$ cat src/rtl/alu_control_muldiv.sv
// EX-stage ALU control decode plus an iterative multiply/divide sequencer
// that owns the architectural HI/LO registers and raises a pipeline stall.
module alu_control_muldiv #(
    parameter int DATA_W = 32
) (
    input  logic              clk,
    input  logic              reset,
    input  logic              issue,
    input  logic [1:0]        aluOp,
    input  logic [5:0]        funct,
    input  logic [DATA_W-1:0] opA,
    input  logic [DATA_W-1:0] opB,
    output logic [3:0]        aluControl,
    output logic              stall,
    output logic [DATA_W-1:0] hi,
    output logic [DATA_W-1:0] lo,
    output logic [DATA_W-1:0] mfOut,
    output logic              divZero
);
    localparam int CNT_W = $clog2(DATA_W + 1);

    localparam logic [5:0] F_MFHI = 6'b010000;
    localparam logic [5:0] F_MTHI = 6'b010001;
    localparam logic [5:0] F_MFLO = 6'b010010;
    localparam logic [5:0] F_MTLO = 6'b010011;

    typedef enum logic [1:0] {IDLE, MUL, DIV, FIX} state_t;

    state_t            state, state_nx;
    logic [CNT_W-1:0]  cnt;
    logic [DATA_W:0]   acc;
    logic [DATA_W-1:0] q, mag_a, mag_b;
    logic              neg_q, neg_r, is_div;

    logic              r_type, is_md_f, is_mfmt_f, sgn_f, div_f, op_zero;
    logic              a_neg, b_neg, busy, accept, last_step;
    logic [DATA_W-1:0] abs_a, abs_b, quo_fix, rem_fix, dz_hi;
    logic [DATA_W:0]   mul_sum, mul_sel, div_shift, div_diff;
    logic [2*DATA_W-1:0] prod, prod_fix;

    // mult/multu/div/divu are 0110xx, mfhi/mthi/mflo/mtlo are 0100xx.
    assign r_type    = (aluOp == 2'b10);
    assign is_md_f   = (funct[5:2] == 4'b0110);
    assign is_mfmt_f = (funct[5:2] == 4'b0100);
    assign sgn_f     = ~funct[0];
    assign div_f     = funct[1];
    assign op_zero   = (opB == '0);

    assign a_neg = sgn_f & opA[DATA_W-1];
    assign b_neg = sgn_f & opB[DATA_W-1];
    assign abs_a = a_neg ? -opA : opA;
    assign abs_b = b_neg ? -opB : opB;

    assign busy      = (state != IDLE);
    assign accept    = issue && !busy && r_type && is_md_f;
    assign stall     = busy && issue && r_type && (is_md_f || is_mfmt_f);
    assign last_step = (cnt == CNT_W'(DATA_W - 1));

    assign mfOut = (funct == F_MFHI) ? hi : (funct == F_MFLO) ? lo : '0;

    always_comb begin
        aluControl = 4'b0000;
        case (aluOp)
            2'b00: aluControl = 4'b0010;
            2'b01: aluControl = 4'b0110;
            2'b11: aluControl = 4'b0001;
            default: begin
                case (funct)
                    6'b100000, 6'b100001: aluControl = 4'b0010;
                    6'b100010, 6'b100011: aluControl = 4'b0110;
                    6'b100100:            aluControl = 4'b0000;
                    6'b100101:            aluControl = 4'b0001;
                    6'b100110:            aluControl = 4'b0011;
                    6'b100111:            aluControl = 4'b1100;
                    6'b101010:            aluControl = 4'b0111;
                    6'b101011:            aluControl = 4'b1000;
                    default:              aluControl = 4'b0000;
                endcase
            end
        endcase
    end

    // Multiply: acc holds the running upper half, q the multiplier shifting out.
    assign mul_sum  = acc + {1'b0, mag_a};
    assign mul_sel  = q[0] ? mul_sum : acc;
    // Divide: q holds the dividend shifting in as quotient bits shift out.
    assign div_shift = {acc[DATA_W-1:0], q[DATA_W-1]};
    assign div_diff  = div_shift - {1'b0, mag_b};

    assign prod     = {acc[DATA_W-1:0], q};
    assign prod_fix = neg_q ? -prod : prod;
    assign quo_fix  = neg_q ? -q : q;
    assign rem_fix  = neg_r ? -acc[DATA_W-1:0] : acc[DATA_W-1:0];
    assign dz_hi    = neg_r ? -mag_a : mag_a;

    always_comb begin
        // NOTE: default assigned first so no path leaves state_nx unassigned (no latch).
        state_nx = state;
        case (state)
            IDLE: if (accept) state_nx = !div_f ? MUL : (op_zero ? FIX : DIV);
            MUL:  if (last_step) state_nx = FIX;
            DIV:  if (last_step) state_nx = FIX;
            FIX:  state_nx = IDLE;
            default: state_nx = IDLE;
        endcase
    end

    always_ff @(posedge clk or posedge reset) begin
        // NOTE: non-blocking assignments for all clocked state to avoid ordering races.
        if (reset) state <= IDLE;
        else       state <= state_nx;
    end

    always_ff @(posedge clk or posedge reset) begin
        if (reset) begin
            cnt     <= '0;
            acc     <= '0;
            q       <= '0;
            mag_a   <= '0;
            mag_b   <= '0;
            neg_q   <= 1'b0;
            neg_r   <= 1'b0;
            is_div  <= 1'b0;
            hi      <= '0;
            lo      <= '0;
            divZero <= 1'b0;
        end else begin
            case (state)
                IDLE: begin
                    if (accept) begin
                        cnt     <= '0;
                        acc     <= '0;
                        q       <= div_f ? abs_a : abs_b;
                        mag_a   <= abs_a;
                        mag_b   <= abs_b;
                        neg_q   <= a_neg ^ b_neg;
                        neg_r   <= a_neg;
                        is_div  <= div_f;
                        divZero <= div_f && op_zero;
                    end else if (issue && r_type && funct == F_MTHI) begin
                        hi <= opA;
                    end else if (issue && r_type && funct == F_MTLO) begin
                        lo <= opA;
                    end
                end
                MUL: begin
                    acc <= {1'b0, mul_sel[DATA_W:1]};
                    q   <= {mul_sel[0], q[DATA_W-1:1]};
                    cnt <= cnt + 1'b1;
                end
                DIV: begin
                    if (!div_diff[DATA_W]) begin
                        acc <= div_diff;
                        q   <= {q[DATA_W-2:0], 1'b1};
                    end else begin
                        acc <= div_shift;
                        q   <= {q[DATA_W-2:0], 1'b0};
                    end
                    cnt <= cnt + 1'b1;
                end
                FIX: begin
                    if (!is_div) begin
                        {hi, lo} <= prod_fix;
                    end else if (divZero) begin
                        hi <= dz_hi;
                        lo <= '1;
                    end else begin
                        hi <= rem_fix;
                        lo <= quo_fix;
                    end
                end
                default: ;
            endcase
        end
    end
endmodule

$ cat config.mk
export PLATFORM = sky130hd
export DESIGN_NAME = alu_control_muldiv
export DESIGN_NICKNAME = d
export VERILOG_FILES = /design/src/rtl/alu_control_muldiv.sv
export SDC_FILE = /design/constraint.sdc
export NUM_CORES = 1
export LEC_CHECK = 0
export CAP_MARGIN = 10
export CORE_ASPECT_RATIO = 1.75
export CORE_MARGIN = 1.5
export CORE_UTILIZATION = 30
export DETAILED_ROUTE_END_ITERATION = 10
export GPL_TIMING_DRIVEN = 0
export SLEW_MARGIN = 10
export SYNTH_ARGS = -nofsm -noshare
export SYNTH_HDL_FRONTEND = slang
export SYNTH_SLANG_ARGS = --single-unit
$ cat constraint.sdc
create_clock -name clk -period 7.85 [get_ports clk]
set_input_delay 1.57 -clock clk [delete_from_list [all_inputs] [get_ports clk]]
set_output_delay 1.57 -clock clk [all_outputs]
set_load 0.02 [all_outputs]
==> reports/metrics.yaml <==
max-vdd-ir-drop_v: 0.0001935
clock_path_buffers: 3
gr-usage-all-layers_pct: 29.77
hold_viol: 0
seq_area_um2: 5130
fin_tns_setup_ps: 0
cp-start-kind: "input pin"
crit_path_end_kind: "output pin"
p_leak_nw: 8.094
die_h_um: 323.8
power.density_nw_per_um2: 361.7
finalWorstSetupSlack_ps: 1275
drv_slew: 0
setup_viol: 0
wl_met1_um: 30540
routedWlPerCell_um: 28.48
multiInputGateArea_um2: 11640
place_area_um2: 20410
drtPass1Iterations: 8
fin_nets: 2597
min_period_over_period_pct: 83.76
cap_violations: 0
drc: 0
die_area_um2: 60340
clkSlewWorstSetupHoldPaths_ps: 70
h-tree-depth: 1
final_util_pct: 36.36
worstMarginPinSlew_ps: 1464
syn-num-nets: 2398
numCtsBuffers: 21
fmax_mhz: 152.1
hpwl_um: 75540
syn2layout_area_growth_pct: 19.75
antenna_found_initial: 1
yosysSeqAreaShare_pct: 29.07
fillCellCount: 6097
avgSynthCellArea_um2: 7.856
max_slew_margin_pct: 1.690
min_path_type: "flip-flop to flip-flop"
synth_top_area_cell: "dfrtp_1"
yosysMostFrequentCell: "nand2_1"
ys_seq_elements: 205
cts_setup_buffers: 0
synth_edf_count: 0
crit_required_ps: 6280
rsz0062_at_grt: "false"
final_cells: 3235
cts_hold_buf: 0
grt_pass1_wl_um: 130900
grt_pass1_vias: 18740
path_max_fanout: 10
drive_above_1_share_pct: 3.252
vias: 19020
clock_latency_ps: 560
criticalPathCategory: "input pin to output pin"
wl_um: 92120
grt_overflow: 0
fin_area_um2: 21130
cts_tree: "yes"
grt_max_degree: 110
fin_crit_ps: 6575
viasPerCell: 5.880
fin_skew_ps: 29.58
clock_sinks: 205
io_buffers: 174
syn-instance-count: 2246
async_flop_share_pct: 100.0
ios: 177
synth_area_um2: 17650
die_w_um: 186.3
arrival_ps: 5000
rows: 117
synthFlopType: "dfrtp_1"
status: "complete, no violations"
holdWs_ps: 488.7
synthTopCellsByArea: "dfrtp_1 (29%), o21ai_0 (6.8%), xnor2_1 (6.7%)"
top_layer: "met4"
start_util_pct: 30.36
gp_congestion: 1.021
netlist.area_leader.share_pct: 29.07
yosysWarnings: 0
root_buffer: "clkbuf_16"
ant_nets: 0
drt_iter0_markers: 1929
core_area_um2: 58120
synth_commonest_cells: "nand2_1 (258), o21ai_0 (238), dfrtp_1 (205)"
p_total_mw: 7.644
dp_cells: 3195
met2_length_um: 46350
place_ws_ps: 1231
synth.distinct_cells: 78
cts_resized: 0
wl_met3_um: 4644
placed cells by master, fill, tap and decap left out, drive strengths merged, types with 11 or more instances in the layout:
cell type and instances:
nand2b 27, a21o 26, a221oi 11, clkdlybuf4s50 174, o21a 29, o21ai 267
buf 24, nor2 161, o22ai 43, a211oi 21, o211ai 26, clkbuf 164
or4 31, dfrtp 205, nor2b 19, a22oi 22, a21oi 152, a31oi 16
o221ai 15, nand4 12, mux2i 35, a222oi 30, xnor2 134, ha 75
inv 72, o31ai 41, nand3 33, a22o 35, mux2 12, nor4 19
o41ai 18, or3 35, nor3 35, nand2 258, xor2 75
cell type report:
cell class	count	area share (%)
clock buffers	23	2.522
well taps	773	4.577
repair buffers	176	8.408
clock inverters	15	0.8290
plain buffers	163	2.996
multi-input cells	1807	55.07
diodes	2	0.02369
flip-flops and latches	205	24.28
inverters	71	1.297
worst paths after layout:
kind | from | endpoint | slack [ps] | cells after the start
setup reg to reg | q[31]$_DFFE_PP0P_ | acc[27]$_DFFE_PP0P_ | 1600 | 21
max in group asynchronous | reset | mag_a[25]$_DFFE_PP0P_ | 5220 | 3
min in group asynchronous | reset | q[9]$_DFFE_PP0P_ | 1520 | 2
hold / removal | mag_b[3]$_DFFE_PP0P_ | mag_b[3]$_DFFE_PP0P_ | 490 | 2
setup / recovery | funct[0] | mfOut[21] | 1280 | 6
hold reg to reg | mag_b[3]$_DFFE_PP0P_ | mag_b[3]$_DFFE_PP0P_ | 490 | 2
per-layer routing:
layer | vias up | track usage [%]
met5 | - | 0
li1 | 8648 | -
met2 | 882 | 54.71
met1 | 9225 | 28.81
met3 | 266 | 3.040
met4 | 0 | 29.34
worst max-delay path: stages:
cell             delay [ps]
clkdlybuf4s50_1         650
clkbuf_1                390
nor3_1                 1090
clkbuf_1                460
a22o_1                  200
clkdlybuf4s50_1         620
registers in the layout, summed over array words and instances, names as in the netlist, 2 cells and up:
register	flops
mag_b	32
mag_a	32
hi	32
acc	33
state	2
q	32
lo	32
cnt	6
kinds of logic after synthesis:
group / after synthesis / synth area share, %
AO/OA/AOI/OAI: 794 / 28.73
AND/OR/NAND/NOR: 679 / 18.37
buffers and inverters: 234 / 5.098
XOR/XNOR: 209 / 10.37
flip-flops: 205 / 29.07
adder cells (fa/ha/maj): 78 / 5.602
multiplexers: 47 / 2.751
where the power goes:
part / total (mW) / internal (mW) / switching (mW)
clock network: 1.11 / 0.598 / 0.509
logic: 4.71 / 1.63 / 3.08
registers: 1.83 / 1.41 / 0.420
No activity file was read; power rests on OpenSTA's default activity.
